## config.mk

```make
export PLATFORM = sky130hd
export DESIGN_NAME = pre_data_buf
export DESIGN_NICKNAME = d
export VERILOG_FILES = /design/src/rtl/pre_data_buf.sv
export SDC_FILE = /design/constraint.sdc
export NUM_CORES = 1
export LEC_CHECK = 0
export CORE_MARGIN = 3
export CORE_UTILIZATION = 55
export CTS_CLUSTER_SIZE = 28
export DETAILED_ROUTE_END_ITERATION = 10
export PLACE_DENSITY = 0.78
export RECOVER_POWER = 100
export SLEW_MARGIN = 15
export SYNTH_ARGS = -nofsm -noshare
export SYNTH_HDL_FRONTEND = slang
export SYNTH_SLANG_ARGS = --single-unit
export TNS_END_PERCENT = 30
```

## constraint.sdc

```tcl
create_clock -name eth_clk -period 7.9 [get_ports eth_clk]
set_input_delay 0.79 -clock eth_clk [delete_from_list [all_inputs] [get_ports eth_clk]]
set_output_delay 0.79 -clock eth_clk [all_outputs]
set_load 0.01 [all_outputs]
```

## src/rtl/pre_data_buf.sv

```systemverilog
// Frame FIFO between the sample producer and the UDP packetizer: whole frames are written
// and read in a single cycle, with registered flags and a fill count for flow control.
module pre_data_buf #(
    parameter int N           = 8,
    parameter int DATA_POINTS = 5,
    parameter int N_SPECS     = 3
) (
    input  logic                   eth_clk,
    input  logic                   sclr_n,
    input  logic [N:0]             data_in [DATA_POINTS],
    input  logic                   wready,
    input  logic                   rready,
    output logic [N:0]             data_out [DATA_POINTS],
    output logic                   empty,
    output logic                   full,
    output logic                   wvalid,
    output logic                   rvalid,
    output logic signed [N_SPECS:0] fill_count
);

    localparam int SLOTS = 2 ** N_SPECS;
    localparam logic signed [N_SPECS:0] CNT_ZERO = (N_SPECS + 1)'(0);
    localparam logic signed [N_SPECS:0] CNT_ONE  = (N_SPECS + 1)'(1);
    localparam logic signed [N_SPECS:0] CNT_MAX  = (N_SPECS + 1)'(SLOTS - 1);
    localparam logic [N_SPECS-1:0]      PTR_ONE  = N_SPECS'(1);

    logic [N:0]              mem_q [SLOTS][DATA_POINTS];
    logic [N:0]              dout_q [DATA_POINTS];
    logic [N_SPECS-1:0]      wr_ptr_q, wr_ptr_d;
    logic [N_SPECS-1:0]      rd_ptr_q, rd_ptr_d;
    logic signed [N_SPECS:0] fill_q, fill_d;
    logic                    empty_q, empty_d;
    logic                    full_q, full_d;
    logic                    wvalid_q, rvalid_q;
    logic                    wr_en_s, rd_en_s;

    // Access qualification, pointer advance and occupancy next-state.
    // Flags are the registered ones, so a full FIFO drops a write even when a read frees a slot.
    always_comb begin
        wr_en_s  = wready & ~full_q;
        rd_en_s  = rready & ~empty_q;
        wr_ptr_d = wr_ptr_q;
        rd_ptr_d = rd_ptr_q;
        fill_d   = fill_q;
        if (wr_en_s) begin
            wr_ptr_d = wr_ptr_q + PTR_ONE;
        end else begin
            wr_ptr_d = wr_ptr_q;
        end
        if (rd_en_s) begin
            rd_ptr_d = rd_ptr_q + PTR_ONE;
        end else begin
            rd_ptr_d = rd_ptr_q;
        end
        case ({wr_en_s, rd_en_s})
            2'b10:   fill_d = fill_q + CNT_ONE;
            2'b01:   fill_d = fill_q - CNT_ONE;
            default: fill_d = fill_q;
        endcase
        empty_d = (fill_d == CNT_ZERO);
        full_d  = (fill_d == CNT_MAX);
    end

    // Control state, strobes and the read-data register.
    always_ff @(posedge eth_clk or negedge sclr_n) begin
        if (!sclr_n) begin
            wr_ptr_q <= '0;
            rd_ptr_q <= '0;
            fill_q   <= CNT_ZERO;
            empty_q  <= 1'b1;
            full_q   <= 1'b0;
            wvalid_q <= 1'b0;
            rvalid_q <= 1'b0;
            for (int i = 0; i < DATA_POINTS; i++) begin
                dout_q[i] <= '0;
            end
        end else begin
            wr_ptr_q <= wr_ptr_d;
            rd_ptr_q <= rd_ptr_d;
            fill_q   <= fill_d;
            empty_q  <= empty_d;
            full_q   <= full_d;
            wvalid_q <= wr_en_s;
            rvalid_q <= rd_en_s;
            if (rd_en_s) begin
                dout_q <= mem_q[rd_ptr_q];
            end
        end
    end

    // Frame storage; contents are don't-care until written, so it carries no reset.
    always_ff @(posedge eth_clk) begin
        if (wr_en_s) begin
            mem_q[wr_ptr_q] <= data_in;
        end
    end

    assign data_out   = dout_q;
    assign empty      = empty_q;
    assign full       = full_q;
    assign wvalid     = wvalid_q;
    assign rvalid     = rvalid_q;
    assign fill_count = fill_q;

endmodule

```

**Word level (Yosys, flattened, before mapping)**

Memory sizes are Yosys's and may differ from the RTL's. A register that Yosys moved wholly into a read port is not among the register bits.
Cells that the tools add are included.

- Register bits after elaboration: 14
- Bits in writable memories: 360
- Input bits: 49
- Output and inout bits: 53
- Word-level logic and storage cells: 24
- Memories kept: 1

Memory list:

| name | depth | width | read ports | clocked after memory_dff | wr ports | line | RTL |
|---|---|---|---|---|---|---|---|
| mem_q | 8 | 45 | 1 | 1 | 1 | 27 | `logic [N:0] mem_q [SLOTS][DATA_POINTS];` |

- $add $sub $neg: 4
- Equal/unequal tests: 3
- Multiplexer cells: 3
- Bitwise logic cells: 4
- Reduce and logical (&&, ||, !) cells: 2

Operators by type and width:

| cell | count |
|---|---|
| $pmux 4 s2 | 1 |
| $add 3x1->3 const B | 2 |
| $add 4x2->4 const B | 1 |
| $eq 4x4->1 const B | 1 |
| $logic_not 4->1 | 1 |
| $sub 4x2->4 const B | 1 |
| $and 1x1->1 | 2 |
| $eq 2x1->1 const B | 1 |
| $eq 2x2->1 const B | 1 |
| $mux 1 | 2 |
| $not 1->1 | 2 |
| $logic_not 1->1 | 1 |

**Longest topological paths before layout**

Gate-level depths: netlist (run 1).

- Depth after elaboration: 5
- Depth in mapped cells: 10
- Depth with buffers taken out: 10

**Worst setup path before layout (run 1)**

OpenSTA, ideal clock, no wires.

- Path type: input port to flip-flop
- From: in wready
- To: mem mem_q[0][0] (netlist bit), enable pin
- Library setup time: 0.559 ns
- Data arrival time: 5.286 ns
- Data required time: 7.341 ns
- Slack: 2.054 ns
- Cell stages on the path: 3
- Cells stage by stage: nand2b_4 -> buf_4 -> nor4_1

- Longest elaborated chain between the ends: 3

Ends and longest elaborated chain:

| item | line | RTL |
|---|---|---|
| start: declaration | 11 | `input logic wready,` |
| $and 1x1->1 | 40 | `wr_en_s = wready & ~full_q;` |
| $mux 1 | 93 | `if (wr_en_s) begin` |
| $mux 1 (implied by the code) | 94 | `mem_q[wr_ptr_q] <= data_in;` |
| end: declaration | 27 |  |

No other way between the ends.

**Worst setup path in the final report (run 1)**

- From: in rready
- To: reg empty_q (netlist: empty)

- Longest elaborated chain between the ends: 4
- Elaborated cells between the ends (all ways): 5
- Those cells by class: 2 x eq/ne; 1 x mux; 1 x bitwise; 1 x reduce/logical

Ends and longest elaborated chain:

| item | line | RTL |
|---|---|---|
| start: declaration | 12 | `input logic rready,` |
| $and 1x1->1 (*) | 41 | `rd_en_s = rready & ~empty_q;` |
| $eq 2x1->1 / $eq 2x2->1 (equally long branches) | 55 | `case ({wr_en_s, rd_en_s})` |
| $pmux 4 s2 (*) | 55 |  |
| named net fill_d[3] | 31 | `logic signed [N_SPECS:0] fill_q, fill_d;` |
| $logic_not 4->1 (*) | 60 | `empty_d = (fill_d == CNT_ZERO);` |
| named net empty_d | 32 | `logic empty_q, empty_d;` |
| end signal: assignment | 81 | `empty_q <= empty_d;` |
| end: declaration | 32 |  |

Mark *: on every way through the listed nets, which the timed path passes. The rest lies on a longest branch.
A chain may end at the register's enable or synchronous reset.

==> run_results.csv, run 1 <==
group,metric,value,unit
sta,finClkSkew,0.0132,ns
global_routing,overflow,0,
floorplan,fp.dieH,175,um
sta,slew_headroom,-1.54,
floorplan,dieArea,0.0307,mm2
drt,drc,0,
sta,finalMaxSlewViolations,557,
pwr,peakVddDrop,171,uV
status,failed_checks,"max-capacitance violations, max-slew violations",
cts,clock_path_buffers,3,
pwr,pwr_density_cell,368,mW/mm2
cells_and_area,fin_nets,908,
cells_and_area,final_cell_mix,"edfxtp_1, dlygate4sd3_1, mux4_2",
job,drv_cap,15,
cells_and_area,fin_util,0.661,
place,gp_congestion,0.710,
cts,cts_tree,"done",
sta,min_period_over_period,0.643,
cts,cts_max_level,2,
floorplan,start_util,0.562,
yosys,ys_seq_area_frac,0.780,
global_routing,grt_pass1_wl,46700,um
cts,clk_latency,0.53,ns
sta,max_freq,0.197,GHz
critical_path,cp.required,8.32,ns
critical_path,start_kind,"input port",
yosys,yosys_most_used_dff,"edfxtp_1",
yosys,yosysWarnings,0,
drt,wl_per_cell,23.5,um
yosys,syn_avg_cell_area,21.5,um2
drt,dr.pass1.iters,5,
cells_and_area,syn_to_final_growth,17.5,%
yosys,syn_area,0.0158,mm2
cts,postCtsHoldBufs,0,
drt,vias,7355,
sta,setup_viol_count_final,0,
floorplan,core-area,0.0280,mm2
floorplan,die_x,175,um
yosys,synthArstFlopShare,0.141,
drt,wl,29800,um
pwr,p_leak,6.27,nW
sta,hold_viol,0,
sta,rsz0062_at_grt,"no",
drt,antenna_left,0,
cells_and_area,drive_gt1_frac,0.188,
place,hpwl,16200,um
floorplan,num_rows,61,
critical_path,cp_slowest_cell,"clkbuf_1",
sta,fin_setup_tns,0,ns
yosys,syn-num-nets,787,
global_routing,antenna_found_initial,5,
critical_path,cpPeakStageDelay,1.54,ns
yosys,synth-edff-count,360,
yosys,synth_cells,734,
global_routing,grt_start_max_net_pins,60,
global_routing,track_usage,0.202,
worst_hold_path,hp-class,"register to register",
pwr,total_power,6.82,mW
drt,vias_per_cell,5.81,
cts,ctsResizeCount,0,
cells_and_area,layout_commonest_cell,"edfxtp_1",
floorplan,num_io_pins,102,
cts,cts-root-buf,"clkbuf_16",
place,port_buffers,101,
drt,drtIter0Drc,749,
cells_and_area,nFillCells,1803,
critical_path,worstPathArrival,5.49,ns
cts,cts_made_buffers,41,
critical_path,end_kind,"register",
critical_path,cp_cell_sequence,"dlygate4sd3_1, nand2b_1, clkbuf_1, o21ai_0, a221oi_1, xor2_2, nor4bb_1",
sta,tightest_slew,3.82,ns
sta,min_period,5.08,ns
cts,clock-sinks,419,
cts,clk_pin_slew_worst_paths,0.06,ns
critical_path,path_class,"input port to register",
cts,cts_setup_buffers,0,
global_routing,grt_pass1_vias,7818,
yosys,ys_seq_elements,419,
critical_path,cp_max_fo,51,
yosys,synth_cell_types,33,
status,outcome,"finished with violations",
-- stage by stage --
| step | cells | hold slack (ns) | cell area (um2) | setup slack [ns] |
|---|---|---|---|---|
| floorplan | 734 | 0.494 | 15800 | 2.05 |
| global placement | 1190 | 0.466 | 17200 | 4.44 |
| detailed placement | 1190 | 0.474 | 17200 | 4.36 |
| CTS | 1265 | 0.412 | 18600 | 4.61 |
| global route | 1266 | 0.506 | 18500 | 2.28 |
| finish | 1267 | 0.470 | 18500 | 2.82 |
-- cells by family (layout without fill, tap and decap cells) --
kind of cell,Yosys count,after routing,synth area share
simple gates,75,75,0.0221
compound gates,51,51,0.0178
xor+xnor,8,8,0.00493
other cells,0,2,0
fa+ha+maj,4,4,0.00318
mux,136,136,0.158
flops,419,419,0.780
buf+inv,41,194,0.0139
-- synth_stat cells, drive strengths merged (4+ instances only) --
cell type,n,area share
ha,4,0.0032
dfrtp,58,0.092
inv,4,0.00095
nor3,6,0.0025
clkbuf,10,0.0024
xnor2,7,0.0039
nor2,4,0.00095
edfxtp,360,0.69
mux4,90,0.13
mux2i,46,0.029
nand2b,4,0.0025
buf,26,0.010
o21ai,46,0.015
nand2,56,0.013
-- registers in the layout (all words and copies together) (netlist names) --
| signal | cells |
|---|---|
| wvalid | 1 |
| mem_q | 360 |
| fill_count | 4 |
| full | 1 |
| wr_ptr_q | 3 |
| rd_ptr_q | 3 |
| data_out | 45 |
| rvalid | 1 |
| empty | 1 |
-- critical path: cells and delay by family --
family / cells / cell delay (ns)
buf+inv: 2 / 2.07
simple gates: 2 / 1.68
compound gates: 2 / 0.81
xor+xnor: 1 / 0.14
-- final timing paths --
path / startpoint / end / slack, ns / cells past startpoint
hold / removal: data_out[15] / data_out[15] / 0.47 / 2
setup / recovery: rready / empty / 2.82 / 7
max in group asynchronous: sclr_n / rd_ptr_q[1] / 3.64 / 1
hold reg to reg: data_out[15] / data_out[15] / 0.47 / 2
min in group asynchronous: sclr_n / fill_count[1] / 1.58 / 1
setup reg to reg: empty / empty / 3.02 / 6
-- report_power, final --
part	leakage [nW]	internal (mW)	total, mW	switching, mW
Sequential	3.98	2.87	3.21	0.342
Combinational	1.59	0.857	1.60	0.742
Clock	0.692	1.23	2.01	0.785
Total	6.27	4.95	6.82	1.87
-- area by class of cell --
cell class              count  area [um2]  area share
multi-input cells         274        3240       0.175
flip-flops and latches    419       12300       0.664
clock buffers              46        1050      0.0570
well taps                 378         473      0.0256
repair buffers            114        1060      0.0575
inverters                   5        20.0     0.00108
diodes                      2        5.00    0.000270
clock inverters            29         353      0.0191
-- routing by layer --
metal / up-vias / global-route usage / wire, um
li1: 3225 / - / -
met1: 3861 / 0.280 / 12300
met2: 228 / 0.339 / 15500
met3: 39 / 0.0354 / 1560
met4: 2 / 0.0512 / 491
met5: - / 0 / 13
No activity file was read; power rests on OpenSTA's default activity.
==> run 2: changes to the inputs <==
- clock period: 7.9 -> 5.2 ns (I/O delays scaled with it)
==> run_results.csv, run 2 (synthesis results as in run 1) <==
group,metric,value,unit
status,outcome,"finished with violations",
status,failed_checks,"max-capacitance violations, max-slew violations",
critical_path,r2r-start,"empty",
cells_and_area,drive_gt1_frac,0.186,
sta,finClkSkew,0.0209,ns
sta,tightest_slew,2.52,ns
global_routing,antenna_found_initial,2,
cts,cts_made_buffers,40,
global_routing,track_usage,0.201,
cts,cts_tree,"done",
cells_and_area,regArea,0.0123,mm2
cts,cts-root-buf,"clkbuf_16",
critical_path,end_kind,"register",
cts,postCtsHoldBufs,0,
global_routing,grt_pass1_wl,46900,um
drt,drc,0,
pwr,p_leak,6.23,nW
sta,min_period_over_period,0.679,
drt,wl_per_cell,23.4,um
pwr,internal-power,7.38,mW
pwr,pwr_density_cell,554,mW/mm2
pwr,pwr-share-clk,0.284,
floorplan,fp.dieH,175,um
sta,min_period,3.53,ns
place,placed_cells,1193,
cts,clock-sinks,419,
place,gp_congestion,0.763,
global_routing,overflow,0,
cells_and_area,final_cell_mix,"edfxtp_1, dlygate4sd3_1, mux4_2",
cts,clk_latency,0.53,ns
worst_hold_path,hp-class,"input port to asynchronous set/reset pin",
sta,finalMaxSlewViolations,124,
critical_path,regToRegSetupSlack,1.73,ns
critical_path,start_kind,"input port",
floorplan,core-area,0.0280,mm2
sta,rsz0062_at_grt,"no",
cells_and_area,multi_input_area,0.00326,mm2
drt,vias,7320,
drt,wl,29700,um
critical_path,path_class,"input port to register",
cts,cts_setup_buffers,0,
sta,fin_setup_tns,0,ns
cells_and_area,layout_commonest_cell,"edfxtp_1",
critical_path,worstPathArrival,3.65,ns
pwr,netSwitchingPower,2.84,mW
sta,hold_viol,0,
pwr,comb_power_share,0.235,
floorplan,num_io_pins,102,
floorplan,start_util,0.562,
critical_path,r2r_end,"empty",
cells_and_area,syn_to_final_growth,17.3,%
cells_and_area,largest_reg_flops,360,
drt,dr.pass1.iters,5,
place,port_buffers,101,
cts,ctsResizeCount,0,
drt,antenna_left,0,
cells_and_area,fin_nets,910,
sta,slew_headroom,-0.681,
pwr,peakVddDrop,327,uV
critical_path,cp_max_fo,27,
global_routing,grt_pass1_vias,8025,
pwr,sw_frac_of_total,0.278,
global_routing,grt_start_max_net_pins,77,
cells_and_area,stdcell_count,1269,
cts,clock_path_buffers,3,
sta,setup_viol_count_final,0,
sta,max_freq,0.283,GHz
drt,vias_per_cell,5.77,
cts,clk_pin_slew_worst_paths,0.06,ns
floorplan,dieArea,0.0307,mm2
critical_path,reg2reg_depth,10,
floorplan,num_rows,61,
cells_and_area,top_register,"mem_q",
job,drv_cap,4,
drt,drtIter0Drc,525,
critical_path,cp.required,5.32,ns
cells_and_area,nFillCells,1778,
floorplan,die_x,175,um
place,hpwl,16500,um
pwr,pwr-share-seq,0.481,
cts,cts_max_level,2,
-- run 2: critical path: stages --
cell and delay, ns:
dlygate4sd3_1 0.54, nand2b_1 0.28, inv_1 0.31, nand2_1 0.26, nor2_4 0.79, clkbuf_1 0.94
-- run 2: stage by stage --
step | hold slack [ns] | worst slack [ns] | cell area (um2) | util | power, mW
6_report | 0.110 | 1.67 | 18500 | 0.659 | 10.2
5_1_grt | 0.169 | 1.42 | 18500 | 0.659 | 10.7
4_1_cts | 0.132 | 2.48 | 18600 | 0.663 | 10.5
3_5_place_dp | 0.474 | 1.99 | 17200 | 0.615 | 7.54
3_3_place_gp | 0.466 | 2.06 | 17200 | 0.615 | 7.44
2_1_floorplan | 0.224 | 0.846 | 15800 | - | 6.52
-- run 2: worst max path at each step --
stage,slack [ns],to,from,depth (start not counted)
2_1_floorplan,0.85,mem_q[1][0],wready,3
3_3_place_gp,2.06,mem_q[6][33],wready,6
3_5_place_dp,1.99,mem_q[6][33],wready,6
4_1_cts,2.48,data_out[13],rd_ptr_q[0],4
5_1_grt,1.42,mem_q[7][5],wready,6
6_report,1.67,mem_q[7][40],wready,6
-- run 2: area by class of cell --
class                           count  share of cell area
Sequential cell                   419               0.666
Timing Repair Buffer              117              0.0589
Antenna cell                        2            0.000271
Tap cell                          378              0.0256
Multi-Input combinational cell    274               0.176
Inverter                            5             0.00108
Clock buffer                       54              0.0593
Clock inverter                     20              0.0126
-- run 2: power by group through the flow --
stage,Combinational [mW],Clock (mW),Sequential (mW)
after floorplan,1.83,0,4.69
after global placement,2.49,0,4.95
after detailed placement,2.55,0,4.99
after CTS,2.59,2.96,4.94
after global routing,2.61,3.10,5.01
final,2.40,2.91,4.92
-- run 2: routing by layer --
layer | wire length [um] | GRT usage | vias to the layer above
met5 | 0 | 0 | -
met4 | 868 | 0.0701 | 0
met3 | 1720 | 0.0385 | 68
met2 | 15000 | 0.330 | 251
met1 | 12100 | 0.277 | 3781
li1 | - | - | 3220
==> run 3: changes to the inputs <==
- CORE_UTILIZATION: 55 -> 53
- clock period: 5.2 -> 3.1 ns (I/O delays scaled with it)
==> run_results.csv, run 3 (synthesis results as in run 1) <==
group,metric,value,unit
floorplan,dieArea,0.0318,mm2
floorplan,start_util,0.543,
cts,ctsResizeCount,0,
critical_path,worstPathArrival,2.78,ns
cells_and_area,final_cell_mix,"edfxtp_1, dlygate4sd3_1, mux4_2",
critical_path,reg2reg_depth,5,
pwr,p_leak,6.32,nW
floorplan,num_rows,62,
critical_path,cp_num_cells,5,
status,failed_checks,"max-capacitance violations, max-slew violations",
sta,fin_setup_tns,0,ns
critical_path,worstSetupEndpoint,"mem_q[4][23]",
place,dp_slack,0.598,ns
sta,rsz0062_at_grt,"no",
cells_and_area,layout_commonest_cell,"edfxtp_1",
sta,tightest_slew,1.65,ns
critical_path,cp.required,3.27,ns
critical_path,cp_max_fo,29,
sta,hold_viol,0,
pwr,pwr_density_cell,923,mW/mm2
drt,vias,7481,
cts,clock-sinks,419,
place,postPlaceCellArea,0.0173,mm2
floorplan,num_io_pins,102,
critical_path,r2r-start,"full",
critical_path,regToRegSetupSlack,0.48,ns
sta,slew_headroom,-0.0981,
cells_and_area,nFillCells,1903,
cells_and_area,stdcell_count,1284,
worst_hold_path,hp-class,"register to register",
cts,clk_pin_slew_worst_paths,0.06,ns
cells_and_area,fin_nets,918,
drt,dr.pass1.iters,5,
global_routing,track_usage,0.195,
pwr,netSwitchingPower,4.82,mW
place,hpwl,16500,um
floorplan,die_x,178,um
drt,drtIter0Drc,804,
critical_path,critPathBufInv,2,
critical_path,crit_path_start,"full",
sta,finClkSkew,0.0148,ns
cts,cts_max_level,2,
pwr,internal-power,12.3,mW
status,outcome,"finished with violations",
drt,wl_per_cell,23.5,um
critical_path,cp_cell_sequence,"nand2b_1, inv_1, nand2_1, nor3_1, buf_4",
place,gp_congestion,0.725,
worst_hold_path,holdPathStages,2,
cts,cts_setup_buffers,0,
pwr,sw_frac_of_total,0.281,
cells_and_area,drive_gt1_frac,0.207,
sta,max_freq,0.382,GHz
drt,antenna_left,0,
pwr,pwr-share-clk,0.280,
global_routing,grt_start_max_net_pins,60,
cells_and_area,largest_reg_flops,360,
place,placed_cells,1204,
cts,clk_latency,0.54,ns
cts,cts_tree,"done",
sta,setup_viol_count_final,0,
cells_and_area,syn_to_final_growth,18.0,%
global_routing,overflow,0,
critical_path,end_kind,"register",
cells_and_area,fin_area,0.0186,mm2
critical_path,critPathTopFamily,"simple AND/OR/NAND/NOR gates",
cells_and_area,top_register,"mem_q",
pwr,pwr-share-seq,0.469,
cts,cts-root-buf,"clkbuf_16",
global_routing,grt_pass1_vias,7964,
place,port_buffers,101,
sta,min_period_over_period,0.844,
floorplan,fp.dieH,178,um
drt,vias_per_cell,5.83,
pwr,peakVddDrop,513,uV
critical_path,cp_slowest_cell,"buf_4",
critical_path,r2r_end,"mem_q[4][23]",
sta,min_period,2.62,ns
job,drv_cap,1,
pwr,comb_power_share,0.251,
floorplan,core-area,0.0290,mm2
global_routing,grt_pass1_wl,46700,um
cts,postCtsHoldBufs,1,
sta,holdWs,0.469,ns
drt,wl,30200,um
drt,drc,0,
critical_path,cpPeakStageDelay,0.49,ns
sta,setup_slack,0.483,ns
critical_path,path_class,"register to register",
cts,cts_made_buffers,42,
cts,clock_path_buffers,3,
sta,finalMaxSlewViolations,60,
critical_path,start_kind,"register",
global_routing,antenna_found_initial,3,
[run 3: power by group through the flow]
stage                     clock network (mW)  logic, mW  registers [mW]
after global placement                     0       4.52            8.10
after CTS                               4.90       4.62            8.07
after detailed placement                   0       4.57            8.16
after global routing                    5.12       4.67            8.18
after floorplan                            0       3.06            7.87
final                                   4.81       4.30            8.05
[run 3: through the flow]
stage	util	total power, mW
2_1_floorplan	-	10.9
3_3_place_gp	0.598	12.6
3_5_place_dp	0.598	12.7
4_1_cts	0.644	17.6
5_1_grt	0.641	18.0
6_report	0.641	17.2
[run 3: how the worst min path moves through the flow]
stage               slack [ns]            end         start
floorplan                 0.01    data_out[0]        sclr_n
global placement          0.46  fill_count[0]        sclr_n
detailed placement        0.48           full        sclr_n
CTS                       0.47    data_out[1]        sclr_n
global route              0.49   data_out[18]  data_out[18]
finish                    0.47   data_out[18]  data_out[18]
[run 3: cell type report]
class                   count  area (um2)  share of cell area
diodes                      2        5.00            0.000269
clock buffers              62        1180              0.0633
clock inverters            15         146             0.00788
inverters                   5        20.0             0.00108
multi-input cells         274        3280               0.176
flip-flops and latches    419       12300               0.662
well taps                 384         480              0.0258
repair buffers            123        1180              0.0637
[run 3: worst min-delay path: stages, from the launching register on]
cell,delay [ns]
dfrtp_1,0.33
nand2_1,0.04
o21ai_0,0.06
[run 3: routing by layer]
metal	part of all wire	global-route usage
met1	0.41	0.264
met2	0.51	0.321
met3	0.062	0.0445
met4	0.019	0.0581
met5	0.00043	0
